**src/rtl/uart_rx_ctrl_pkg.sv**
```systemverilog
// Shared types and address maps for the uart_rx receive controller.
package uart_ctrl_pkg;

    typedef enum logic [1:0] {
        ST_IDLE    = 2'd0,
        ST_POLL    = 2'd1,
        ST_RD_PAR  = 2'd2,
        ST_RD_DATA = 2'd3
    } rx_state_e;

    localparam logic [31:0] REG_DATA   = 32'h00;
    localparam logic [31:0] REG_STATUS = 32'h04;
    localparam logic [31:0] REG_COUNT  = 32'h08;
    localparam logic [31:0] REG_CTRL   = 32'h0C;
    localparam logic [31:0] REG_THRESH = 32'h10;

    localparam logic [31:0] RX_REG_DATA   = 32'h00;
    localparam logic [31:0] RX_REG_STATUS = 32'h04;
    localparam logic [31:0] RX_REG_PARITY = 32'h10;

    localparam int CTRL_EN     = 0;
    localparam int CTRL_IRQ_EN = 1;
    localparam int CTRL_FLUSH  = 2;

    localparam int STAT_EMPTY    = 0;
    localparam int STAT_FULL     = 1;
    localparam int STAT_OVERRUN  = 2;
    localparam int STAT_PAR_ERR  = 3;

endpackage

```
**src/rtl/uart_rx_ctrl_sync_fifo.sv**
```systemverilog
// sync_fifo: single-clock FIFO with flush; head is visible on data_o (first-word fall-through).
// Latency: a push is visible in count_o/data_o the cycle after the push edge.
// Backpressure: push while full is dropped unless a pop happens in the same cycle; flush beats both.
module sync_fifo #(
    parameter int WIDTH = 8,
    parameter int DEPTH = 16,
    localparam int AW = $clog2(DEPTH),
    localparam int CW = AW + 1
) (
    input  logic             clk_i,
    input  logic             rst_ni,
    input  logic             push_i,
    input  logic [WIDTH-1:0] data_i,
    input  logic             pop_i,
    input  logic             flush_i,
    output logic [WIDTH-1:0] data_o,
    output logic             full_o,
    output logic             empty_o,
    output logic [CW-1:0]    count_o
);

    logic [WIDTH-1:0] mem_q [DEPTH];
    logic [WIDTH-1:0] mem_d [DEPTH];
    logic [AW-1:0]    wr_ptr_q, wr_ptr_d, rd_ptr_q, rd_ptr_d;
    logic [CW-1:0]    count_q, count_d;
    logic             do_push, do_pop;

    assign full_o  = (count_q == CW'(DEPTH));
    assign empty_o = (count_q == '0);
    assign data_o  = mem_q[rd_ptr_q];
    assign count_o = count_q;

    assign do_pop  = pop_i & ~empty_o;
    assign do_push = push_i & (~full_o | do_pop);

    always_comb begin
        mem_d    = mem_q;
        wr_ptr_d = wr_ptr_q;
        rd_ptr_d = rd_ptr_q;
        count_d  = count_q;
        if (flush_i) begin
            wr_ptr_d = '0;
            rd_ptr_d = '0;
            count_d  = '0;
        end else begin
            if (do_push) begin
                mem_d[wr_ptr_q] = data_i;
                wr_ptr_d        = wr_ptr_q + AW'(1);
            end
            if (do_pop) begin
                rd_ptr_d = rd_ptr_q + AW'(1);
            end
            case ({do_push, do_pop})
                2'b10:   count_d = count_q + CW'(1);
                2'b01:   count_d = count_q - CW'(1);
                default: count_d = count_q;
            endcase
        end
    end

    always_ff @(posedge clk_i) begin
        if (!rst_ni) begin
            wr_ptr_q <= '0;
            rd_ptr_q <= '0;
            count_q  <= '0;
        end else begin
            wr_ptr_q <= wr_ptr_d;
            rd_ptr_q <= rd_ptr_d;
            count_q  <= count_d;
        end
    end

    // Storage needs no reset: only entries behind the pointers are ever read.
    always_ff @(posedge clk_i) begin
        mem_q <= mem_d;
    end

endmodule

```
**src/rtl/uart_rx_ctrl.sv**
```systemverilog
// uart_rx_ctrl: polls uart_rx, drains bytes into a FIFO, register window + irq; parity via UART_RX_CTRL_PARITY_EN.
// Latency: valid-detect to push 2 cycles (3 with parity); rdata_o and irq_o registered, one cycle.
// Backpressure: none toward uart_rx; a byte arriving at a full FIFO is dropped and flags overrun.
module uart_rx_ctrl
    import uart_ctrl_pkg::*;
#(
    parameter int DEPTH = 16,
    localparam int CW = $clog2(DEPTH) + 1
) (
    input  logic        clk_i,
    input  logic        rst_ni,
    input  logic        req_i,
    input  logic        we_i,
    input  logic [31:0] addr_i,
    input  logic [31:0] wdata_i,
    output logic [31:0] rdata_o,
    output logic        irq_o,
    output logic        rx_req_o,
    output logic        rx_we_o,
    output logic [31:0] rx_addr_o,
    input  logic [31:0] rx_data_i
);

    localparam logic [31:0] DEPTH_W = 32'(DEPTH);
`ifdef UART_RX_CTRL_PARITY_EN
    localparam rx_state_e FIRST_RD = ST_RD_PAR;
`else
    localparam rx_state_e FIRST_RD = ST_RD_DATA;
`endif

    rx_state_e     state_q, state_d;
    logic [31:0]   rdata_q, rdata_d;
    logic          irq_q, irq_d;
    logic          en_q, en_d, irq_en_q, irq_en_d;
    logic          ovr_q, ovr_d, perr_q, perr_d;
    logic [CW-1:0] thresh_q, thresh_d;
    logic          rd_en, wr_en, push, pop, flush;
    logic          fifo_full, fifo_empty;
    logic [7:0]    fifo_dat;
    logic [CW-1:0] fifo_cnt;
    logic          unused_bits;

    assign rd_en       = req_i & ~we_i;
    assign wr_en       = req_i & we_i;
    assign push        = (state_q == ST_RD_DATA);
    assign pop         = rd_en & (addr_i == REG_DATA) & ~fifo_empty;
    assign flush       = wr_en & (addr_i == REG_CTRL) & wdata_i[CTRL_FLUSH];
    assign unused_bits = ^{rx_data_i[31:8], RX_REG_PARITY};

    assign rdata_o = rdata_q;
    assign irq_o   = irq_q;
    assign rx_we_o = 1'b0;

    sync_fifo #(.WIDTH(8), .DEPTH(DEPTH)) u_fifo (
        .clk_i   (clk_i),
        .rst_ni  (rst_ni),
        .push_i  (push),
        .data_i  (rx_data_i[7:0]),
        .pop_i   (pop),
        .flush_i (flush),
        .data_o  (fifo_dat),
        .full_o  (fifo_full),
        .empty_o (fifo_empty),
        .count_o (fifo_cnt)
    );

    always_comb begin
        state_d   = state_q;
        rx_req_o  = 1'b1;
        rx_addr_o = RX_REG_STATUS;
        case (state_q)
            ST_IDLE: begin
                rx_req_o  = 1'b0;
                rx_addr_o = '0;
                if (en_q) state_d = ST_POLL;
            end
            ST_POLL: begin
                if (!en_q)             state_d = ST_IDLE;
                else if (rx_data_i[0]) state_d = FIRST_RD;
            end
`ifdef UART_RX_CTRL_PARITY_EN
            ST_RD_PAR: begin
                rx_addr_o = RX_REG_PARITY;
                state_d   = ST_RD_DATA;
            end
`endif
            ST_RD_DATA: begin
                // A disable mid-sequence only takes hold once the byte is in.
                rx_addr_o = RX_REG_DATA;
                state_d   = en_q ? ST_POLL : ST_IDLE;
            end
            default: begin
                rx_req_o  = 1'b0;
                rx_addr_o = '0;
                state_d   = ST_IDLE;
            end
        endcase
    end

`ifdef UART_RX_CTRL_PARITY_EN
    logic par_q, par_d;

    always_comb begin
        par_d = par_q;
        if (state_q == ST_RD_PAR) par_d = rx_data_i[0];
    end

    always_ff @(posedge clk_i) begin
        if (!rst_ni) par_q <= 1'b0;
        else         par_q <= par_d;
    end
`endif

    always_comb begin
        rdata_d  = rdata_q;
        en_d     = en_q;
        irq_en_d = irq_en_q;
        thresh_d = thresh_q;
        ovr_d    = ovr_q;
        perr_d   = perr_q;
        if (rd_en) begin
            rdata_d = '0;
            case (addr_i)
                REG_DATA:   rdata_d = fifo_empty ? '0 : {24'b0, fifo_dat};
                REG_STATUS: begin
                    rdata_d[STAT_EMPTY]   = fifo_empty;
                    rdata_d[STAT_FULL]    = fifo_full;
                    rdata_d[STAT_OVERRUN] = ovr_q;
                    rdata_d[STAT_PAR_ERR] = perr_q;
                end
                REG_COUNT:  rdata_d = 32'(fifo_cnt);
                REG_CTRL:   rdata_d = {30'b0, irq_en_q, en_q};
                REG_THRESH: rdata_d = 32'(thresh_q);
                default:    rdata_d = '0;
            endcase
        end
        if (wr_en) begin
            case (addr_i)
                REG_STATUS: begin
                    ovr_d  = ovr_q & ~wdata_i[STAT_OVERRUN];
                    perr_d = perr_q & ~wdata_i[STAT_PAR_ERR];
                end
                REG_CTRL: begin
                    en_d     = wdata_i[CTRL_EN];
                    irq_en_d = wdata_i[CTRL_IRQ_EN];
                end
                REG_THRESH: begin
                    if (wdata_i == '0)          thresh_d = CW'(1);
                    else if (wdata_i > DEPTH_W) thresh_d = CW'(DEPTH);
                    else                        thresh_d = wdata_i[CW-1:0];
                end
                default: ;
            endcase
        end
        // Setting events come last so they win over a same-cycle W1C.
        if (push & fifo_full & ~pop & ~flush) ovr_d = 1'b1;
`ifdef UART_RX_CTRL_PARITY_EN
        if (push & ((^rx_data_i[7:0]) ^ par_q)) perr_d = 1'b1;
`endif
        irq_d = irq_en_q & ((fifo_cnt >= thresh_q) | ovr_q | perr_q);
    end

    always_ff @(posedge clk_i) begin
        if (!rst_ni) begin
            state_q  <= ST_IDLE;
            rdata_q  <= '0;
            irq_q    <= 1'b0;
            en_q     <= 1'b1;
            irq_en_q <= 1'b0;
            thresh_q <= CW'(1);
            ovr_q    <= 1'b0;
            perr_q   <= 1'b0;
        end else begin
            state_q  <= state_d;
            rdata_q  <= rdata_d;
            irq_q    <= irq_d;
            en_q     <= en_d;
            irq_en_q <= irq_en_d;
            thresh_q <= thresh_d;
            ovr_q    <= ovr_d;
            perr_q   <= perr_d;
        end
    end

endmodule

```
**config.mk**
```make
export PLATFORM = sky130hd
export DESIGN_NAME = uart_rx_ctrl
export DESIGN_NICKNAME = d
export VERILOG_FILES = /design/src/rtl/uart_rx_ctrl_pkg.sv /design/src/rtl/uart_rx_ctrl_sync_fifo.sv /design/src/rtl/uart_rx_ctrl.sv
export SDC_FILE = /design/constraint.sdc
export NUM_CORES = 1
export LEC_CHECK = 0
export BUFFER_PORTS_ARGS = -buffer_cell sky130_fd_sc_hd__buf_2
export CORE_MARGIN = 3
export CORE_UTILIZATION = 58
export CTS_CLUSTER_SIZE = 8
export DETAILED_ROUTE_END_ITERATION = 10
export GPL_TIMING_DRIVEN = 0
export PLACE_DENSITY_LB_ADDON = 0.2
export RECOVER_POWER = 100
export SLEW_MARGIN = 0
export SYNTH_ARGS = -nofsm -noshare
export SYNTH_HDL_FRONTEND = slang
export SYNTH_SLANG_ARGS = --single-unit
```
**constraint.sdc**
```tcl
create_clock -name clk_i -period 10.2 [get_ports clk_i]
set_input_delay 2.04 -clock clk_i [delete_from_list [all_inputs] [get_ports clk_i]]
set_output_delay 2.04 -clock clk_i [all_outputs]
set_load 0.005 [all_outputs]
```
==> run_results.csv <==
group,metric,value,unit
placed_design,io_buffers,85,
cells_and_area,stdcell_area,8850,um^2
global_route,grt_pass1_vias,4816,
clock_tree,cts_buffers,17,
synth,async_reset_ff_frac,0,
run,drv_cap,0,
synth,syn_avg_cell_area,14.5,um^2
pwr,p_seq_frac,0.493,
clock_tree,post_cts_buffers,0,
clock_tree,htree_levels,4,
timing,clock.fmax,191,MHz
route,via_count,4935,
worst_setup_path,critPathSlowestCell,"or3_1",
timing,finClkSkew,0.0121,ns
clock_tree,clock_sinks,161,
pwr,total_power,0.00144,W
timing,maxSlewHeadroom,0.304,
worst_setup_path,max_stage_delay,0.51,ns
worst_setup_path,crit_chain,"buf_2 -> nor4_1 -> nand4_1 -> or2_0 -> or3_1 -> clkinvlp_2 -> o21ai_0 -> ha_1 -> ha_1 -> nor2b_1 -> o21ai_0 -> and3_1 -> nor3_1 -> xnor2_1 -> nor2_1",
pwr,intPower,0.00113,W
route,drc_errors,0,
synth,ys_ff_latch,161,
global_route,grt_max_degree,18,
synth,yosysUniqueCellTypes,58,
worst_setup_path,path_buf_inv,2,
worst_setup_path,worstPathRequired,10.51,ns
clock_tree,path_clk_slew,0.06,ns
clock_tree,post_cts_resized,0,
pwr,pwr-share-clk,0.463,
cells_and_area,final_nets,791,
route,first_iter_violations,510,
timing,fin_setup_tns,0,ns
synth,synth_edf_count,128,
synth,yosys_most_used_dff,"edfxtp_1",
pwr,p_sw,0.000311,W
floorplanning,rows,40,
global_route,antenna_found_initial,0,
floorplanning,die_height,119,um
clock_tree,hold_buffers,0,
pwr,pwr-share-comb,0.044,
global_route,track_usage,0.256,
floorplanning,die_w,119,um
floorplanning,io_pins,167,
pwr,power_density,163,nW/um^2
worst_setup_path,start_kind,"primary input",
placed_design,dpl_cell_area,8310,um^2
placed_design,hpwl,12.3,mm
synth,synth_area,7470,um^2
synth,syn_inst,517,
cells_and_area,fin_util,0.718,
clock_tree,clkLatencyLatePin,0.44,ns
synth,synth_warnings,0,
clock_tree,clk_path_buf_depth,2,
pwr,p_leak,3.30,nW
global_route,overflow,0,
cells_and_area,n_antenna_cell,0,
route,ant_nets,0,
hold_path,hp-class,"reg -> reg",
route,wl_per_cell,20.7,um
status,status,"completed",
timing,slew_violations,0,
pwr,p_sw_frac,0.216,
floorplanning,initial_core_util,0.607,
pwr,peakVddDrop,0.140,mV
worst_setup_path,crit_path_end_kind,"flip-flop",
timing,period_share,0.512,
global_route,grt_pass1_wl,27.2,mm
cells_and_area,drive_above_1_share,0.306,
clock_tree,cts-root-buf,"clkbuf_16",
floorplanning,dieArea,14300,um^2
route,wl,17.7,mm
timing,rsz0062_at_grt,"false",
synth,ys_seq_area_frac,0.603,
cells_and_area,syn_to_final_growth,18.4,%
clock_tree,cts_tree,"yes",
floorplanning,core_area,12300,um^2
worst_setup_path,crit_fanout,8,
route,vias_per_cell,5.76,
timing,hold_viol,0,
worst_setup_path,cp_top_family,"simple AND/OR/NAND/NOR gates",
placed_design,gp_congestion,0.906,
worst_setup_path,crit_type,"in -> reg",
timing,setup_violations,0,
timing,tightest_slew,1.03,ns
route,first_pass_iters,7,
timing,finalCriticalPeriod,5.23,ns
worst_setup_path,crit_arrival,5.53,ns
## kinds of logic (layout without fill, tap and decap cells)
| logic type | count (synthesis) | in the layout | share of synthesized area |
|---|---|---|---|
| DFF | 161 | 161 | 0.603 |
| and+or+nand+nor | 143 | 143 | 0.111 |
| other | 1 | 56 | 0.000502 |
| buffers and inverters | 93 | 210 | 0.0802 |
| xor gates and xnor gates | 9 | 9 | 0.0106 |
| adders and majority gates | 15 | 15 | 0.0261 |
| muxes | 40 | 40 | 0.114 |
| AOI/OAI and AO/OA | 55 | 55 | 0.0544 |
## area by class of cell
cell class	instances	area [um^2]
Tap cell	168	210
Multi-Input combinational cell	318	2520
Buffer	76	519
Inverter	17	65.1
Clock buffer	17	425
Sequential cell	161	4500
Clock inverter	15	194
Fill cell	853	3470
Timing Repair Buffer	85	407
## Yosys cell counts, drive strengths merged, types with 2 or more instances
cell type,instances,area share
nand2b,4,0.0033
nand3,15,0.012
o21ai,12,0.0095
o211ai,3,0.0062
edfxtp,128,0.51
mux4,36,0.11
dfxtp,33,0.088
nor4b,2,0.0040
nor2b,11,0.0092
buf,66,0.065
mux2i,3,0.0040
ha,14,0.023
o21a,4,0.0040
a21o,2,0.0020
o31ai,2,0.0027
and3,6,0.0050
a22oi,7,0.0070
a31o,2,0.0023
or4,2,0.0025
and4,16,0.019
xor2,6,0.0070
nor3,9,0.0067
and2,4,0.0033
nor4,14,0.012
a21oi,9,0.0060
nor2,30,0.015
inv,17,0.0095
a31oi,6,0.0050
clkbuf,10,0.0055
xnor2,3,0.0035
nand4,3,0.0033
nand2,24,0.012
## cells in the final DEF (no fill, tap or decap), types with 7 or more instances in the layout
master	netlist	layout
a21oi_1	9	9
a22oi_1	7	7
and4_1	16	16
buf_2	5	74
buf_4	58	58
clkbuf_1	9	26
clkbuf_16	0	17
conb_1	1	56
dfxtp_1	33	33
edfxtp_1	128	128
ha_1	14	14
inv_1	16	16
mux4_2	36	36
nand2_1	24	24
nand3_1	14	15
nor2_1	30	30
nor2b_1	11	11
nor3_1	8	9
nor4_1	14	14
o21ai_0	11	12
## through the flow
step	setup slack (ns)	std cells	hold WS [ns]
after floorplan	5.48	572	0.421
after global placement	5.16	825	0.435
after detailed placement	5.08	825	0.451
after CTS	5.53	857	0.460
after global routing	4.68	857	0.486
final	4.97	857	0.462
## flip-flops by register name (all words and copies together) (netlist names)
signal           flops
u_fifo.mem_q       128
u_fifo.rd_ptr_q      4
u_fifo.count_o       5
state_q              2
rdata_o              8
ovr_q                1
thresh_q             5
irq_o                1
irq_en_q             1
en_q                 1
u_fifo.wr_ptr_q      4
perr_q               1
## path summary, 6_finish.rpt
kind,from,end,slack (ns),cells past startpoint
worst max register to register,u_fifo.count_o[1],u_fifo.count_o[4],6.01,14
worst min-delay path,state_q[1],state_q[0],0.46,1
worst min register to register,state_q[1],state_q[0],0.46,1
worst max-delay path,addr_i[17],u_fifo.count_o[4],4.97,15
## routing by layer
| layer | vias to the layer above | part of all wire | global-route usage |
|---|---|---|---|
| met1 | 2387 | 0.38 | 0.348 |
| li1 | 2201 | - | - |
| met2 | 312 | 0.50 | 0.414 |
| met5 | - | 0 | 0 |
| met3 | 35 | 0.10 | 0.0589 |
| met4 | 0 | 0.018 | 0.0859 |
## power by group through the flow
stage / clock (W) / combinational, W / sequential, W
2_1_floorplan: 0 / 0.0000340 / 0.000724
3_3_place_gp: 0 / 0.0000603 / 0.000724
3_5_place_dp: 0 / 0.0000626 / 0.000724
4_1_cts: 0.000675 / 0.0000630 / 0.000710
5_1_grt: 0.000705 / 0.0000700 / 0.000710
6_report: 0.000668 / 0.0000635 / 0.000710
## worst register-to-register path: cells and delay by family, from the launching register on
kind,cells,cell delay (ns)
flops,1,0.38
buf+inv,2,0.46
compound gates,3,0.96
fa+ha+maj,2,0.73
xor+xnor,1,0.14
simple gates,6,1.41
(Power assumes the default switching activity.)
